[src/rtl/qrs_window_search_if.sv]
// Sample-stream and result bundle between the derivative front end,
// the QRS window search stage and the R-peak algorithm FSM.
interface qrs_window_search_if #(
    parameter int DATA_WIDTH = 11,
    parameter int CTR_WIDTH  = 24
);
    logic                         i_ce;
    logic signed [DATA_WIDTH-1:0] i_abs_diff;
    logic                         i_abs_diff_valid;
    logic [CTR_WIDTH-1:0]         i_ctr;
    logic                         i_search_en;
    logic [DATA_WIDTH-1:0]        i_threshold;
    logic signed [DATA_WIDTH-1:0] o_abs_diff_max;
    logic                         o_abs_diff_max_valid;
    logic                         o_extremum_found;
    logic [CTR_WIDTH-1:0]         o_extremum_ctr;
    logic                         o_busy;

    modport master (
        output i_ce, i_abs_diff, i_abs_diff_valid, i_ctr,
        output i_search_en, i_threshold,
        input  o_abs_diff_max, o_abs_diff_max_valid,
        input  o_extremum_found, o_extremum_ctr, o_busy
    );

    modport slave (
        input  i_ce, i_abs_diff, i_abs_diff_valid, i_ctr,
        input  i_search_en, i_threshold,
        output o_abs_diff_max, o_abs_diff_max_valid,
        output o_extremum_found, o_extremum_ctr, o_busy
    );
endinterface

[src/rtl/qrs_window_search.sv]
// Threshold-triggered QRS window search: running max while idle, windowed
// max/index search once armed, one-cycle report, then refractory blanking.
module qrs_window_search #(
    parameter int DATA_WIDTH  = 11,
    parameter int CTR_WIDTH   = 24,
    parameter int WIN_LEN     = 36,
    parameter int REFRACT_LEN = 72
) (
    input  logic               i_clk,
    input  logic               i_nrst,
    qrs_window_search_if.slave bus
);
    localparam int MAX_LEN = (WIN_LEN > REFRACT_LEN) ? WIN_LEN : REFRACT_LEN;
    localparam int CNT_W   = $clog2(MAX_LEN + 1);
    localparam logic [CNT_W-1:0] WIN_LAST = CNT_W'(WIN_LEN);
    localparam logic [CNT_W-1:0] REF_LAST = CNT_W'(REFRACT_LEN - 1);

    typedef enum logic [2:0] {
        S_IDLE,
        S_ARMED,
        S_WINDOW,
        S_REPORT,
        S_REFRACT
    } state_t;

    state_t                       r_state;
    logic signed [DATA_WIDTH-1:0] r_max;
    logic                         r_max_vld;
    logic                         r_found;
    logic [CTR_WIDTH-1:0]         r_ext_ctr;
    logic signed [DATA_WIDTH-1:0] r_win_max;
    logic [CTR_WIDTH-1:0]         r_win_ctr;
    logic [CNT_W-1:0]             r_win_cnt;
    logic [CNT_W-1:0]             r_ref_cnt;

    logic                         w_acc;
    logic                         w_cross;
    logic                         w_run_gt;
    logic                         w_win_gt;
    logic signed [DATA_WIDTH-1:0] w_win_max;
    logic [CTR_WIDTH-1:0]         w_win_ctr;

    assign w_acc = bus.i_ce & bus.i_abs_diff_valid;

    // Threshold is unsigned, sample signed: widen both so negatives never cross.
    assign w_cross = $signed({bus.i_abs_diff[DATA_WIDTH-1], bus.i_abs_diff})
                   > $signed({1'b0, bus.i_threshold});

    assign w_run_gt  = bus.i_abs_diff > r_max;
    assign w_win_gt  = bus.i_abs_diff > r_win_max;
    assign w_win_max = w_win_gt ? bus.i_abs_diff : r_win_max;
    assign w_win_ctr = w_win_gt ? bus.i_ctr : r_win_ctr;

    always_ff @(posedge i_clk or negedge i_nrst) begin
        if (!i_nrst) begin
            r_state   <= S_IDLE;
            r_max     <= '0;
            r_max_vld <= 1'b0;
            r_found   <= 1'b0;
            r_ext_ctr <= '0;
            r_win_max <= '0;
            r_win_ctr <= '0;
            r_win_cnt <= '0;
            r_ref_cnt <= '0;
        end else begin
            if (w_acc) begin
                r_max_vld <= 1'b1;
            end
            unique case (r_state)
                S_IDLE: begin
                    if (w_acc && w_run_gt) begin
                        r_max <= bus.i_abs_diff;
                    end
                    if (bus.i_search_en) begin
                        r_state <= S_ARMED;
                    end
                end
                S_ARMED: begin
                    if (!bus.i_search_en) begin
                        r_state <= S_IDLE;
                    end else if (w_acc && w_cross) begin
                        r_state   <= S_WINDOW;
                        r_win_max <= bus.i_abs_diff;
                        r_win_ctr <= bus.i_ctr;
                        r_win_cnt <= CNT_W'(1);
                    end
                end
                S_WINDOW: begin
                    if (w_acc) begin
                        r_win_max <= w_win_max;
                        r_win_ctr <= w_win_ctr;
                        r_win_cnt <= r_win_cnt + 1'b1;
                        // Closing sample is folded in before the result is latched.
                        if (r_win_cnt == WIN_LAST) begin
                            r_state   <= S_REPORT;
                            r_found   <= 1'b1;
                            r_max     <= w_win_max;
                            r_ext_ctr <= w_win_ctr;
                        end
                    end
                end
                S_REPORT: begin
                    r_found   <= 1'b0;
                    r_ref_cnt <= '0;
                    r_state   <= S_REFRACT;
                end
                S_REFRACT: begin
                    if (w_acc) begin
                        if (r_ref_cnt == REF_LAST) begin
                            if (bus.i_search_en) begin
                                r_state <= S_ARMED;
                            end else begin
                                r_state <= S_IDLE;
                                r_max   <= '0;
                            end
                        end else begin
                            r_ref_cnt <= r_ref_cnt + 1'b1;
                        end
                    end
                end
                default: begin
                    r_state <= S_IDLE;
                end
            endcase
        end
    end

    assign bus.o_abs_diff_max       = r_max;
    assign bus.o_abs_diff_max_valid = r_max_vld;
    assign bus.o_extremum_found     = r_found;
    assign bus.o_extremum_ctr       = r_ext_ctr;
    assign bus.o_busy = (r_state == S_WINDOW) || (r_state == S_REPORT)
                     || (r_state == S_REFRACT);
endmodule

[src/flat_wrapper.sv]
// flat-port wrapper written by rule: the top's interface ports become plain ports
module qrs_window_search_flat 
#(
    parameter int DATA_WIDTH  = 11,
    parameter int CTR_WIDTH   = 24,
    parameter int WIN_LEN     = 36,
    parameter int REFRACT_LEN = 72
)
  (i_clk, i_nrst, bus_i_ce, bus_i_abs_diff, bus_i_abs_diff_valid, bus_i_ctr, bus_i_search_en, bus_i_threshold, bus_o_abs_diff_max, bus_o_abs_diff_max_valid, bus_o_extremum_found, bus_o_extremum_ctr, bus_o_busy);
  qrs_window_search_if #(.DATA_WIDTH(DATA_WIDTH), .CTR_WIDTH(CTR_WIDTH)) bus_i ();
  input  logic i_clk;
  input  logic i_nrst;
  input wire logic [$bits(bus_i.i_ce)-1:0] bus_i_ce;
  input wire logic [$bits(bus_i.i_abs_diff)-1:0] bus_i_abs_diff;
  input wire logic [$bits(bus_i.i_abs_diff_valid)-1:0] bus_i_abs_diff_valid;
  input wire logic [$bits(bus_i.i_ctr)-1:0] bus_i_ctr;
  input wire logic [$bits(bus_i.i_search_en)-1:0] bus_i_search_en;
  input wire logic [$bits(bus_i.i_threshold)-1:0] bus_i_threshold;
  output wire logic [$bits(bus_i.o_abs_diff_max)-1:0] bus_o_abs_diff_max;
  output wire logic [$bits(bus_i.o_abs_diff_max_valid)-1:0] bus_o_abs_diff_max_valid;
  output wire logic [$bits(bus_i.o_extremum_found)-1:0] bus_o_extremum_found;
  output wire logic [$bits(bus_i.o_extremum_ctr)-1:0] bus_o_extremum_ctr;
  output wire logic [$bits(bus_i.o_busy)-1:0] bus_o_busy;
  assign bus_i.i_ce = bus_i_ce;
  assign bus_i.i_abs_diff = bus_i_abs_diff;
  assign bus_i.i_abs_diff_valid = bus_i_abs_diff_valid;
  assign bus_i.i_ctr = bus_i_ctr;
  assign bus_i.i_search_en = bus_i_search_en;
  assign bus_i.i_threshold = bus_i_threshold;
  assign bus_o_abs_diff_max = bus_i.o_abs_diff_max;
  assign bus_o_abs_diff_max_valid = bus_i.o_abs_diff_max_valid;
  assign bus_o_extremum_found = bus_i.o_extremum_found;
  assign bus_o_extremum_ctr = bus_i.o_extremum_ctr;
  assign bus_o_busy = bus_i.o_busy;
  qrs_window_search #(.DATA_WIDTH(DATA_WIDTH), .CTR_WIDTH(CTR_WIDTH), .WIN_LEN(WIN_LEN), .REFRACT_LEN(REFRACT_LEN)) u_core (.i_clk(i_clk), .i_nrst(i_nrst), .bus(bus_i));
endmodule
[config.mk]
export PLATFORM = sky130hd
export DESIGN_NAME = qrs_window_search_flat
export DESIGN_NICKNAME = d
export VERILOG_FILES = /design/src/rtl/qrs_window_search_if.sv /design/src/rtl/qrs_window_search.sv /design/src/flat_wrapper.sv
export SDC_FILE = /design/constraint.sdc
export NUM_CORES = 1
export LEC_CHECK = 0
export CELL_PAD_IN_SITES_DETAIL_PLACEMENT = 1
export CELL_PAD_IN_SITES_GLOBAL_PLACEMENT = 1
export CORE_UTILIZATION = 45
export CTS_CLUSTER_DIAMETER = 150
export DETAILED_ROUTE_END_ITERATION = 6
export HOLD_SLACK_MARGIN = 0.15
export PLACE_DENSITY = 0.91
export SLEW_MARGIN = 25
export SYNTH_ARGS = -nofsm -noshare
export SYNTH_HDL_FRONTEND = slang
export SYNTH_SLANG_ARGS = --single-unit
[constraint.sdc]
create_clock -name i_clk -period 6.4 [get_ports i_clk]
set_clock_uncertainty 0.15 [all_clocks]
set_input_delay 0.64 -clock i_clk [delete_from_list [all_inputs] [get_ports i_clk]]
set_output_delay 0.64 -clock i_clk [all_outputs]
set_load 0.01 [all_outputs]
Word level (Yosys, flattened, before mapping)
Index checks and enable logic that the tools add are counted.
- register bits after elaboration: 89
- word-level logic and storage cells: 83
- $add $sub $neg: 2
- $lt $le $gt $ge: 3
- equal/unequal tests: 17
- muxes and demuxes: 36
- bitwise operators: 1
- reduce and logical (&&, ||, !) cells: 15
- operators with widths (cell ; count):
    11-bit two-way mux ; 10
    24-bit two-way mux ; 4
    24-bit one-hot mux with 2 select lines ; 1
    7-bit two-way mux ; 5
    11-bit one-hot mux with 3 select lines ; 1
    7-bit one-hot mux with 2 select lines ; 2
    11-bit > comparator ; 2
    11-bit one-hot mux with 2 select lines ; 1
    3-bit two-way mux ; 7
    3-bit one-hot mux with 5 select lines ; 1
    7-bit by 1-bit adder with 7-bit output, second input constant ; 2
    11-bit by 12-bit > comparator with 1-bit output ; 1
    2-bit by 1-bit inequality test with 1-bit output, second input constant ; 6
    3-bit AND reduction ; 3
    2-bit inequality test, second input constant ; 4
    7-bit by 6-bit == test with 1-bit output, second input constant ; 1
    7-bit == test, second input constant ; 1
    7-bit AND reduction ; 1
    3-bit by 2-bit == test with 1-bit output, second input constant ; 2
    6-bit AND reduction ; 1
    2-bit nonzero test ; 3
    4-bit AND reduction ; 1
    3-bit by 1-bit == test with 1-bit output, second input constant ; 1
    3-bit == test, second input constant ; 1
    other kinds (8) ; 12

Longest topological paths before layout
- word-level depth: 5
- gate-level depth with buffers: 10

Least setup slack after synthesis
Ideal clock, no wire load.
- path type: input-to-reg
- from: input port bus_i_abs_diff[10]
- to: register u_core.r_win_ctr[10]
- library setup time: 125 ps
- arrival: 2507 ps
- data required time: 6125 ps
- setup slack: 3618 ps
- cell stages on the path: 8
- path buffers: 1
- path through: ha_1 -> nand4_1 -> nor3_2 -> a221oi_1 -> or2_2 -> a2bb2oi_4 -> buf_12 -> mux2_4
- longest elaborated chain between the ends: 4
- elaborated cells on any way between the ends: 8
- classes of those cells: order compare (2); eq/ne (1); mux (3); reduce/logical (2)
- RTL lines (item ; line ; source):
    start: declaration ; flat_wrapper.sv:14 ; input wire logic [$bits(bus_i.i_abs_diff)-1:0] bus_i_abs_diff;
    11-bit > comparator or 11-bit by 12-bit > comparator with 1-bit output (tied branches) ; qrs_window_search.sv:50, qrs_window_search.sv:47 ;
    24-bit two-way mux or 1-bit logical AND (tied branches) ; qrs_window_search.sv:52, qrs_window_search.sv:81 ;
    24-bit two-way mux or 2-bit by 1-bit inequality test with 1-bit output (tied branches) ; - ;
    24-bit one-hot mux with 2 select lines or 4-bit AND reduction (tied branches) ; - ;
    end signal: assignment ; qrs_window_search.sv:84 ; r_win_ctr <= bus.i_ctr;
    end signal: assignment ; qrs_window_search.sv:91 ; r_win_ctr <= w_win_ctr;
    end: declaration ; qrs_window_search.sv:32 ; logic [CTR_WIDTH-1:0] r_win_ctr;
Parallel ways exist; a longest one is shown, timed or not. The select of a mux whose other input is x is not followed.
A chain may end at the register's enable or synchronous reset.

Worst setup path in the final report
- from: input port bus_i_abs_diff[10]
- to: register u_core.r_win_ctr[13]
The elaborated chain is that of the path after synthesis.

==> results by group <==
Logic synthesis
  • Fraction of registers with async set/reset: 1.00
  • Synth warn: 0
  • Cell accounting for the most synthesized area: dfrtp_1
  • Number of synthesized flops with an enable pin: 0
  • Post-synth top area share: 0.451
  • Count of cell types in the netlist: 50
  • Seq/Total Area, Yosys: 0.451
  • Area contributors post-synth: dfrtp_1 (45%), ha_1 (8.9%), mux2_4 (8.8%)
  • #FFs+latches synth: 89
  • Post-Syn Instances: roughly 450
  • Mapped cell area: between 4000 and 5000 um^2
  • Avg Cell Area, Syn: 11.1 um^2
  • Syn_nets: about 530
  • Most frequently used flop master after synthesis: dfrtp_1

Final layout
  • Final Net Count: 620
  • Ant diodes: 0
  • Post-layout util: 0.586
  • Fraction of layout cells with a size suffix above 1: 0.128
  • Area Overhead vs Synth: 24.2%

Power
  • Static leakage: ~3 nW
  • Sw Ratio: 0.277
  • Internal: roughly 0.87 mW
  • Sw power: between 0.3 and 0.4 mW
  • Sequential fraction of design power: 0.506
  • Comb power frac: 0.150
  • Maximum vdd drop: approximately 0.12 mV
  • Pwr Density: 196 nW/um^2
  • Clock power share: 0.344
  • Final Power: 1.20 mW

Critical path
  • CP Capture Type: register
  • Reg2reg path depth: 9
  • FF-to-FF Start: u_core.r_win_max[10]$_DFFE_PN0P_
  • Worst EP arrival: about 4.2 ns
  • CP startpoint: bus_i_abs_diff[10]
  • RR Endpoint: u_core.r_win_ctr[13]$_DFFE_PN0P_
  • CP Data Required Time: roughly 6.5 ns
  • Last element of the critical path: u_core.r_win_ctr[13]$_DFFE_PN0P_
  • Critical path class: in2reg
  • Startpoint types: primary input
  • Setup slack, reg-to-reg: approximately 2.8 ns
  • Crit path max fanout: 23

Hold path
  • Hold Path Class: reg2reg

Detailed routing
  • Via count: about 3.9k
  • Final WL: roughly 14,000 um
  • Vias per inst: roughly 5.7
  • Drt pass-1 iters: 4
  • Antenna viol nets, final: 0
  • Residual DRC count: 0
  • Routed len/inst: ~21 um
  • Initial DRC count: around 120

Clock tree
  • Worst-Skew Late Latency: between 0.3 and 0.4 ns
  • Post-cts sizing count: 0
  • CTS clk-pin slew, worst paths: 0.09 ns
  • H-tree levels: 3
  • CTS tree: yes
  • CTS buffer count: 9
  • Post-CTS setup buffers: 0
  • Root Buffer: clkbuf_8
  • Longest Clk Path Bufs: 2
  • TritonCTS Sinks: roughly 90
  • Post-CTS Hold Buffers: 1

Floorplan
  • Initial Util: 0.472
  • Row count: 37
  • Core footprint: about 10,000 um^2
  • Die H: 107 um
  • Die width: about 110 um
  • Die area: about 11,000 um^2
  • Io pins: 89

Timing
  • Final setup violation count: 0
  • Crit share post-route: 0.643
  • Final Hold Vio Count: 0
  • Fmax: between 0.2 and 0.25 GHz
  • Setup TNS: 0 ns
  • Least-Margin Pin Slew: between 0.9 and 1 ns
  • Slew Viols, Final: 0
  • Slew headroom: 0.333
  • Tmin final: just over 4 ns
  • RSZ-0062 raised after global routing: no

Global route
  • Number of global-route vias before repair: approximately 4.4k
  • GR Util All Layers: 0.265
  • Largest net degree at the start of global routing: 76
  • Initial antenna violation count: 0
  • First-pass GRT wire length: ~23,000 um
  • Gr ovfl total: 0

Place
  • DP HPWL: between 10,000 and 15,000 um
  • Port Buf Inserts: 88
  • GPL Wtd Cong: between 0.8 and 0.9

Run
  • Max-cap violation count: 0

Outcome
  • Status: completed
==> cell type report <==
cell class / instances / area [um^2]
clock buffers: 11 / 141
clock inverters: 5 / 62.6
fillers: 1160 / 4330
inverters: 39 / 146
multi-input cells: 300 / 2450
flip-flops and latches: 89 / 2230
well taps: 136 / 170
repair buffers: 95 / 937
==> critical path, cell delays in order <==
cell and delay [ns]:
clkdlybuf4s50_1 0.56, ha_1 0.43, nand4_1 0.12, nor3_2 0.24
a221oi_1 0.20, or2_2 0.46, a2bb2oi_4 0.80, buf_4 0.41
mux2_4 0.34
==> registers in the layout, summed over array words and instances (netlist names) <==
name and count:
u_core.r_state 3, u_core.bus.o_abs_diff_max_valid 1, u_core.r_win_cnt 7, u_core.r_win_ctr 24, u_core.r_win_max 11, u_core.bus.o_extremum_found 1, u_core.r_ref_cnt 7, u_core.bus.o_extremum_ctr 24
u_core.bus.o_abs_diff_max 11
==> cells in the final DEF, fill, tap and decap left out, drive strengths merged, types with 15 or more instances in the layout <==
| master | count |
|---|---|
| dfrtp | 89 |
| clkdlybuf4s50 | 87 |
| inv | 41 |
| nand2 | 40 |
| mux2 | 36 |
| mux2i | 35 |
| ha | 35 |
| o21ai | 33 |
| nor2 | 24 |
| a21oi | 15 |
==> synthesized netlist by cell type, drive strengths merged, types with 2 or more instances <==
master / number
buf: 8
o21ai: 33
nand4b: 2
mux2i: 35
inv: 39
nand3: 7
o211ai: 2
a32oi: 10
and4: 2
nand2: 40
nor2: 24
o41ai: 2
a21oi: 15
nor2b: 3
and3: 2
dfrtp: 89
mux2: 36
clkbuf: 9
nand2b: 2
ha: 35
a41o: 2
and2: 2
xor2: 8
a21o: 3
nor3: 7
o31ai: 3
nand4: 8
or2: 3
==> worst min-delay path by stage <==
stage                                                      from                                     endpoint  slack, ns  depth (start not counted)
global placement    u_core.bus.o_abs_diff_max_valid$_DFFE_PN0P_  u_core.bus.o_abs_diff_max_valid$_DFFE_PN0P_       0.30                          1
floorplan                                                i_nrst     u_core.bus.o_abs_diff_max[0]$_DFFE_PN0P_       0.19                          0
global route        u_core.bus.o_abs_diff_max_valid$_DFFE_PN0P_  u_core.bus.o_abs_diff_max_valid$_DFFE_PN0P_       0.36                          1
detailed placement  u_core.bus.o_abs_diff_max_valid$_DFFE_PN0P_  u_core.bus.o_abs_diff_max_valid$_DFFE_PN0P_       0.31                          1
CTS                 u_core.bus.o_abs_diff_max_valid$_DFFE_PN0P_  u_core.bus.o_abs_diff_max_valid$_DFFE_PN0P_       0.34                          1
finish              u_core.bus.o_abs_diff_max_valid$_DFFE_PN0P_  u_core.bus.o_abs_diff_max_valid$_DFFE_PN0P_       0.33                          1
==> routing by layer <==
metal / wire [um] / GRT usage
met5: 0 / 0
met4: 449 / 0.132
met3: 454 / 0.0456
met2: 7340 / 0.455
met1: 5810 / 0.319
==> metrics by stage <==
stage	hold WS (ns)	instances	worst slack [ns]	area, um^2
6_report	0.330	675	2.29	6130
5_1_grt	0.356	675	2.16	6130
4_1_cts	0.335	675	2.32	6130
3_5_place_dp	0.310	658	1.97	5920
3_3_place_gp	0.299	658	2.12	5920
2_1_floorplan	0.194	445	3.62	4940
==> power groups by stage <==
stage / registers, mW / clock network, mW / logic [mW]
after CTS: 0.607 / 0.419 / 0.182
final: 0.608 / 0.413 / 0.180
after floorplan: 0.611 / 0 / 0.0981
after global routing: 0.611 / 0.443 / 0.200
after detailed placement: 0.618 / 0 / 0.178
after global placement: 0.615 / 0 / 0.165
==> cells by family after synthesis <==
kind of cell / synth area share
AND/OR/NAND/NOR: 0.107
buffers and inverters: 0.0555
multiplexers: 0.175
flip-flops: 0.451
AO/OA/AOI/OAI: 0.107
XOR/XNOR: 0.0160
adder cells (fa/ha/maj): 0.0887
No activity file was read; power rests on OpenSTA's default activity.
